--- config.mk ---
export PLATFORM = sky130hd
export DESIGN_NAME = alu_unit
export DESIGN_NICKNAME = d
export VERILOG_FILES = /design/src/rtl/alu_unit.sv
export SDC_FILE = /design/constraint.sdc
export NUM_CORES = 1
export LEC_CHECK = 0
export ABC_CLOCK_PERIOD_IN_PS = 4900
export CELL_PAD_IN_SITES_DETAIL_PLACEMENT = 0
export CELL_PAD_IN_SITES_GLOBAL_PLACEMENT = 1
export CORE_ASPECT_RATIO = 1.75
export CORE_MARGIN = 3
export CORE_UTILIZATION = 35
export CTS_BUF_LIST = sky130_fd_sc_hd__clkbuf_8
export DETAILED_ROUTE_END_ITERATION = 8
export PLACE_DENSITY_LB_ADDON = 0.12
export SLEW_MARGIN = 20
export SYNTH_ARGS = -nofsm -noshare
export SYNTH_HDL_FRONTEND = slang
export SYNTH_SLANG_ARGS = --single-unit
--- constraint.sdc ---
create_clock -name clk -period 4.9 [get_ports clk]
set_clock_uncertainty 0.1 [all_clocks]
set_input_delay 1.47 -clock clk [delete_from_list [all_inputs] [get_ports clk]]
set_output_delay 1.47 -clock clk [all_outputs]
set_load 0.01 [all_outputs]
--- src/rtl/alu_unit.sv ---
// Registered RV32I execute unit: decodes Opcode/FuncCode into an ALU control word,
// computes the result and branch condition, and registers both for the EX/MEM stage.
module alu_unit #(
  parameter int XLEN = 32
) (
  input  logic            clk,
  input  logic            reset,
  input  logic [6:0]      Opcode,
  input  logic [3:0]      FuncCode,
  input  logic [XLEN-1:0] A,
  input  logic [XLEN-1:0] B,
  output logic [6:0]      ALUCtl,
  output logic [XLEN-1:0] ALUOut,
  output logic            Branch_Enable
);

  localparam logic [6:0] OPC_RTYPE  = 7'b0110011;
  localparam logic [6:0] OPC_ITYPE  = 7'b0010011;
  localparam logic [6:0] OPC_LUI    = 7'b0110111;
  localparam logic [6:0] OPC_AUIPC  = 7'b0010111;
  localparam logic [6:0] OPC_JAL    = 7'b1101111;
  localparam logic [6:0] OPC_JALR   = 7'b1100111;
  localparam logic [6:0] OPC_LOAD   = 7'b0000011;
  localparam logic [6:0] OPC_STORE  = 7'b0100011;
  localparam logic [6:0] OPC_BRANCH = 7'b1100011;

  localparam logic [3:0] OP_AND   = 4'b0000;
  localparam logic [3:0] OP_OR    = 4'b0001;
  localparam logic [3:0] OP_ADD   = 4'b0010;
  localparam logic [3:0] OP_SRL   = 4'b0011;
  localparam logic [3:0] OP_SRA   = 4'b0100;
  localparam logic [3:0] OP_SLL   = 4'b0101;
  localparam logic [3:0] OP_SUB   = 4'b0110;
  localparam logic [3:0] OP_SLT   = 4'b0111;
  localparam logic [3:0] OP_XOR   = 4'b1000;
  localparam logic [3:0] OP_PASSB = 4'b1001;
  localparam logic [3:0] OP_ZERO  = 4'b1110;
  localparam logic [3:0] OP_SLTU  = 4'b1111;

  localparam logic [2:0] BR_NONE = 3'b000;
  localparam logic [2:0] BR_BEQ  = 3'b001;
  localparam logic [2:0] BR_BNE  = 3'b010;
  localparam logic [2:0] BR_BLT  = 3'b011;
  localparam logic [2:0] BR_BGE  = 3'b100;
  localparam logic [2:0] BR_BLTU = 3'b101;
  localparam logic [2:0] BR_BGEU = 3'b110;

  // Shared R/I-type table; 'alt' is instr[30] already qualified by the caller.
  function automatic logic [3:0] arith_op(input logic [2:0] f3, input logic alt);
    logic [3:0] op;
    case (f3)
      3'b000:  op = alt ? OP_SUB : OP_ADD;
      3'b001:  op = OP_SLL;
      3'b010:  op = OP_SLT;
      3'b011:  op = OP_SLTU;
      3'b100:  op = OP_XOR;
      3'b101:  op = alt ? OP_SRA : OP_SRL;
      3'b110:  op = OP_OR;
      default: op = OP_AND;
    endcase
    return op;
  endfunction

  logic [2:0] f3;
  logic       f7b;
  logic [3:0] alu_op;
  logic [2:0] br_cond;

  assign f3  = FuncCode[2:0];
  assign f7b = FuncCode[3];

  always_comb begin
    alu_op  = OP_ZERO;
    br_cond = BR_NONE;
    case (Opcode)
      OPC_RTYPE: alu_op = arith_op(f3, f7b);
      // Immediates reuse instr[30] as data except for the shift-right pair.
      OPC_ITYPE: alu_op = arith_op(f3, f7b && (f3 == 3'b101));
      OPC_LUI:   alu_op = OP_PASSB;
      OPC_AUIPC, OPC_JAL, OPC_JALR, OPC_LOAD, OPC_STORE: alu_op = OP_ADD;
      OPC_BRANCH: begin
        alu_op = OP_SUB;
        case (f3)
          3'b000:  br_cond = BR_BEQ;
          3'b001:  br_cond = BR_BNE;
          3'b100:  br_cond = BR_BLT;
          3'b101:  br_cond = BR_BGE;
          3'b110:  br_cond = BR_BLTU;
          3'b111:  br_cond = BR_BGEU;
          default: br_cond = BR_NONE;
        endcase
      end
      default: begin
        alu_op  = OP_ZERO;
        br_cond = BR_NONE;
      end
    endcase
  end

  assign ALUCtl = {br_cond, alu_op};

  logic [4:0]      shamt;
  logic            lt_signed;
  logic            lt_unsigned;
  logic            equal;
  logic [XLEN-1:0] result;
  logic            taken;

  assign shamt       = B[4:0];
  assign lt_signed   = $signed(A) < $signed(B);
  assign lt_unsigned = A < B;
  assign equal       = (A == B);

  always_comb begin
    result = '0;
    case (alu_op)
      OP_AND:   result = A & B;
      OP_OR:    result = A | B;
      OP_XOR:   result = A ^ B;
      OP_ADD:   result = A + B;
      OP_SUB:   result = A - B;
      OP_SLL:   result = A << shamt;
      OP_SRL:   result = A >> shamt;
      OP_SRA:   result = $unsigned($signed(A) >>> shamt);
      OP_SLT:   result = {{(XLEN-1){1'b0}}, lt_signed};
      OP_SLTU:  result = {{(XLEN-1){1'b0}}, lt_unsigned};
      OP_PASSB: result = B;
      default:  result = '0;
    endcase
  end

  always_comb begin
    taken = 1'b0;
    case (br_cond)
      BR_BEQ:  taken = equal;
      BR_BNE:  taken = !equal;
      BR_BLT:  taken = lt_signed;
      BR_BGE:  taken = !lt_signed;
      BR_BLTU: taken = lt_unsigned;
      BR_BGEU: taken = !lt_unsigned;
      default: taken = 1'b0;
    endcase
  end

  // No handshake: every cycle's operands are accepted and their result is
  // visible exactly one edge later; reset overrides that cycle's operands.
  always_ff @(posedge clk) begin
    if (reset) begin
      ALUOut        <= '0;
      Branch_Enable <= 1'b0;
    end else begin
      ALUOut        <= result;
      Branch_Enable <= taken;
    end
  end

endmodule

==> metrics <==
outcome=finished, violations left; Placed Cells=roughly 2200; CTS tree=built; port bufs=approximately 120; PwrDens=around 130 mW/mm^2; Hold/Removal Path Class=in2reg; Initial DRT Pass Iterations=6; Worst EP required=~3.3 ns; leading cell types in the layout, fill and taps excluded=buf_4, nor2_1, a21oi_1, nand2_1, o21ai_0; Final setup viols=1; Seq cells post-synth=33; CTS Root Cell=clkbuf_8; FP Rows=82; routed vias/inst=6.20; post-route ant nets=0; Die Ht=about 230 um; Arr. time, crit path=roughly 3.3 ns; commonest non-fill, non-tap cell in the layout=buf_4; Slew Limit Fails=0; clock sink count=33; Die ar.=about 0.032 mm^2; drc violations=0; initial antenna violation count=1; ys flop type=dfxtp_1; Final Hold Fails=0; DP Wirelength=about 48000 um; GP Congestion=~1.0; global-route wire length before repair=85200 um; post-place setup slack=-0.180 ns; Overall Global Routing Usage=between 30% and 40%; H-tree Lvls=2; # IOs=117; slew of the pin with the lowest slew margin=0.894 ns; P_leak=approximately 6 nW; sequential share of the synthesized area=6.36%; Area growth, synth to finish=35.6%; synth warn=0; synthesized cell area=0.0104 mm^2; post-route minimum period=4.90 ns; Netlist cell types=between 80 and 90; total of max-cap violations=0; Final nets=2018; Vias=between 10000 and 15000; initial core utilization=a little over a third; Post-Syn Area per Cell=6.78 um^2; failing checks=negative setup slack; crit path cell chain=clkdlybuf4s50_1, nand4bb_1, nor2_2, a21o_1, clkdlybuf4s50_1; Clock Pin Slew Worst Setup and Hold Paths=0.09 ns; fraction of layout cells with a size suffix above 1=between 20% and 30%; Max clock buf depth=2; Setup WS post-layout=-0.00281 ns; Startpoint Class=input pin; Die Wd=around 140 um; post-route non-filler standard cell count=2221; Rel. slew slack=about 40%; number of synthesized flops with an enable pin=0; fin crit share=100%; initial drt markers=1342; Routed Wire Length=~59000 um; WL/cell=approximately 27 um; Final Hold Slack=approximately 1.8 ns; Num CTS Buffers=5; fmax=204 MHz; total power=approximately 1.9 mW; fillers=between 3000 and 4000; Async SR Flop Fraction=0%; overflow left after global routing=0; Max stage delay cell, worst path=clkdlybuf4s50_1; Synth Instances=around 1500; peak supply drop=around 0.11 mV; crit end category=primary output; core footprint=between 0.02 and 0.03 mm^2; vias in the first global route=about 14000; crit path max fanout=7; CP max stage delay=0.55 ns; cell mode on critical path=clkdlybuf4s50_1; pin count of the biggest net entering global routing=79; Synth Net Count=approximately 1700; WHS Path Cells=4; RSZ-0062 raised after global routing=true; crit path kind=in2out
path summary, 6_finish.rpt:
| path | startpoint | to | slack [ns] |
|---|---|---|---|
| min | B[4] | ALUOut[1] | 1.76 |
| max | Opcode[2] | ALUCtl[0] | -0.003 |
state kept, by name, summed over array words and instances (netlist names):
signal and count:
ALUOut 32, Branch_Enable 1
power breakdown:
group | switching, mW | leakage [nW] | internal (mW)
sequential | 0.000468 | 0.266 | 0.269
clock | 0.146 | 0.0491 | 0.0972
combinational | 0.780 | 5.71 | 0.562
total | 0.926 | 6.02 | 0.929
cell families (layout without fill, tap and decap cells):
logic type / after synthesis / after routing / synth area share (%)
fa+ha+maj: 100 / 100 / 12.2
buf+inv: 225 / 536 / 8.70
xor+xnor: 22 / 22 / 1.86
simple gates: 458 / 458 / 20.1
other cells: 0 / 1 / 0
mux: 97 / 97 / 13.2
compound gates: 596 / 596 / 37.6
flops: 33 / 33 / 6.36
timing repair:
action                                  CTS  global route
pin swaps                                 0             1
gates resized for setup                  10             7
endpoints found under the setup margin    4             7
hold buffers                              0             0
hold endpoints to repair                  0             0
buffers inserted                          0             0
metrics by stage:
stage / util [%] / area, um^2 / TNS, ns
2_1_floorplan: - / 10400 / 0
3_3_place_gp: 48.2 / 14000 / -0.780
3_5_place_dp: 48.2 / 14000 / -1.10
4_1_cts: 48.6 / 14100 / 0
5_1_grt: 48.7 / 14100 / -0.122
6_report: 48.7 / 14100 / -0.00281
per-layer routing:
layer / global-route usage [%] / share of wire [%] / vias up
li1: - / - / 6311
met1: 39.6 / 36 / 6592
met2: 63.0 / 49 / 657
met3: 3.82 / 5.5 / 213
met4: 27.3 / 9.2 / 0
met5: 0 / 0 / -
final cells by class:
cell class | count | area, um^2 | area share, %
Clock buffer | 5 | 68.8 | 0.489
Clock inverter | 3 | 13.8 | 0.0977
Timing Repair Buffer | 430 | 3620 | 25.7
Inverter | 98 | 368 | 2.61
Tap cell | 378 | 473 | 3.36
Sequential cell | 33 | 661 | 4.69
Antenna cell | 1 | 2.50 | 0.0178
Multi-Input combinational cell | 1273 | 8880 | 63.0
synthesized netlist by cell type, types with 17 or more instances:
cell	number	share of area, %
a21o_1	17	1.2
nor3_1	33	1.6
nor2_1	160	5.8
dfxtp_1	33	6.4
a22oi_1	18	1.3
a211oi_1	30	2.2
xnor2_1	19	1.6
nand2b_1	18	1.1
buf_2	34	1.6
nand3_1	21	1.0
inv_1	97	3.5
mux4_2	31	6.7
a31oi_1	30	1.8
a221oi_1	17	1.4
ha_1	98	12
mux2i_1	58	5.6
nand2_1	146	5.3
a21oi_1	159	7.7
o21ai_0	137	6.6
clkbuf_1	79	2.9
o211ai_1	22	1.6
o21bai_1	22	1.6
worst max-delay path: cells and delay by family:
| kind | cells | cell delay [ns] |
|---|---|---|
| AOI/OAI and AO/OA | 1 | 0.14 |
| and+or+nand+nor | 2 | 0.62 |
| buffers and inverters | 2 | 1.09 |
No activity file was read; power rests on OpenSTA's default activity.
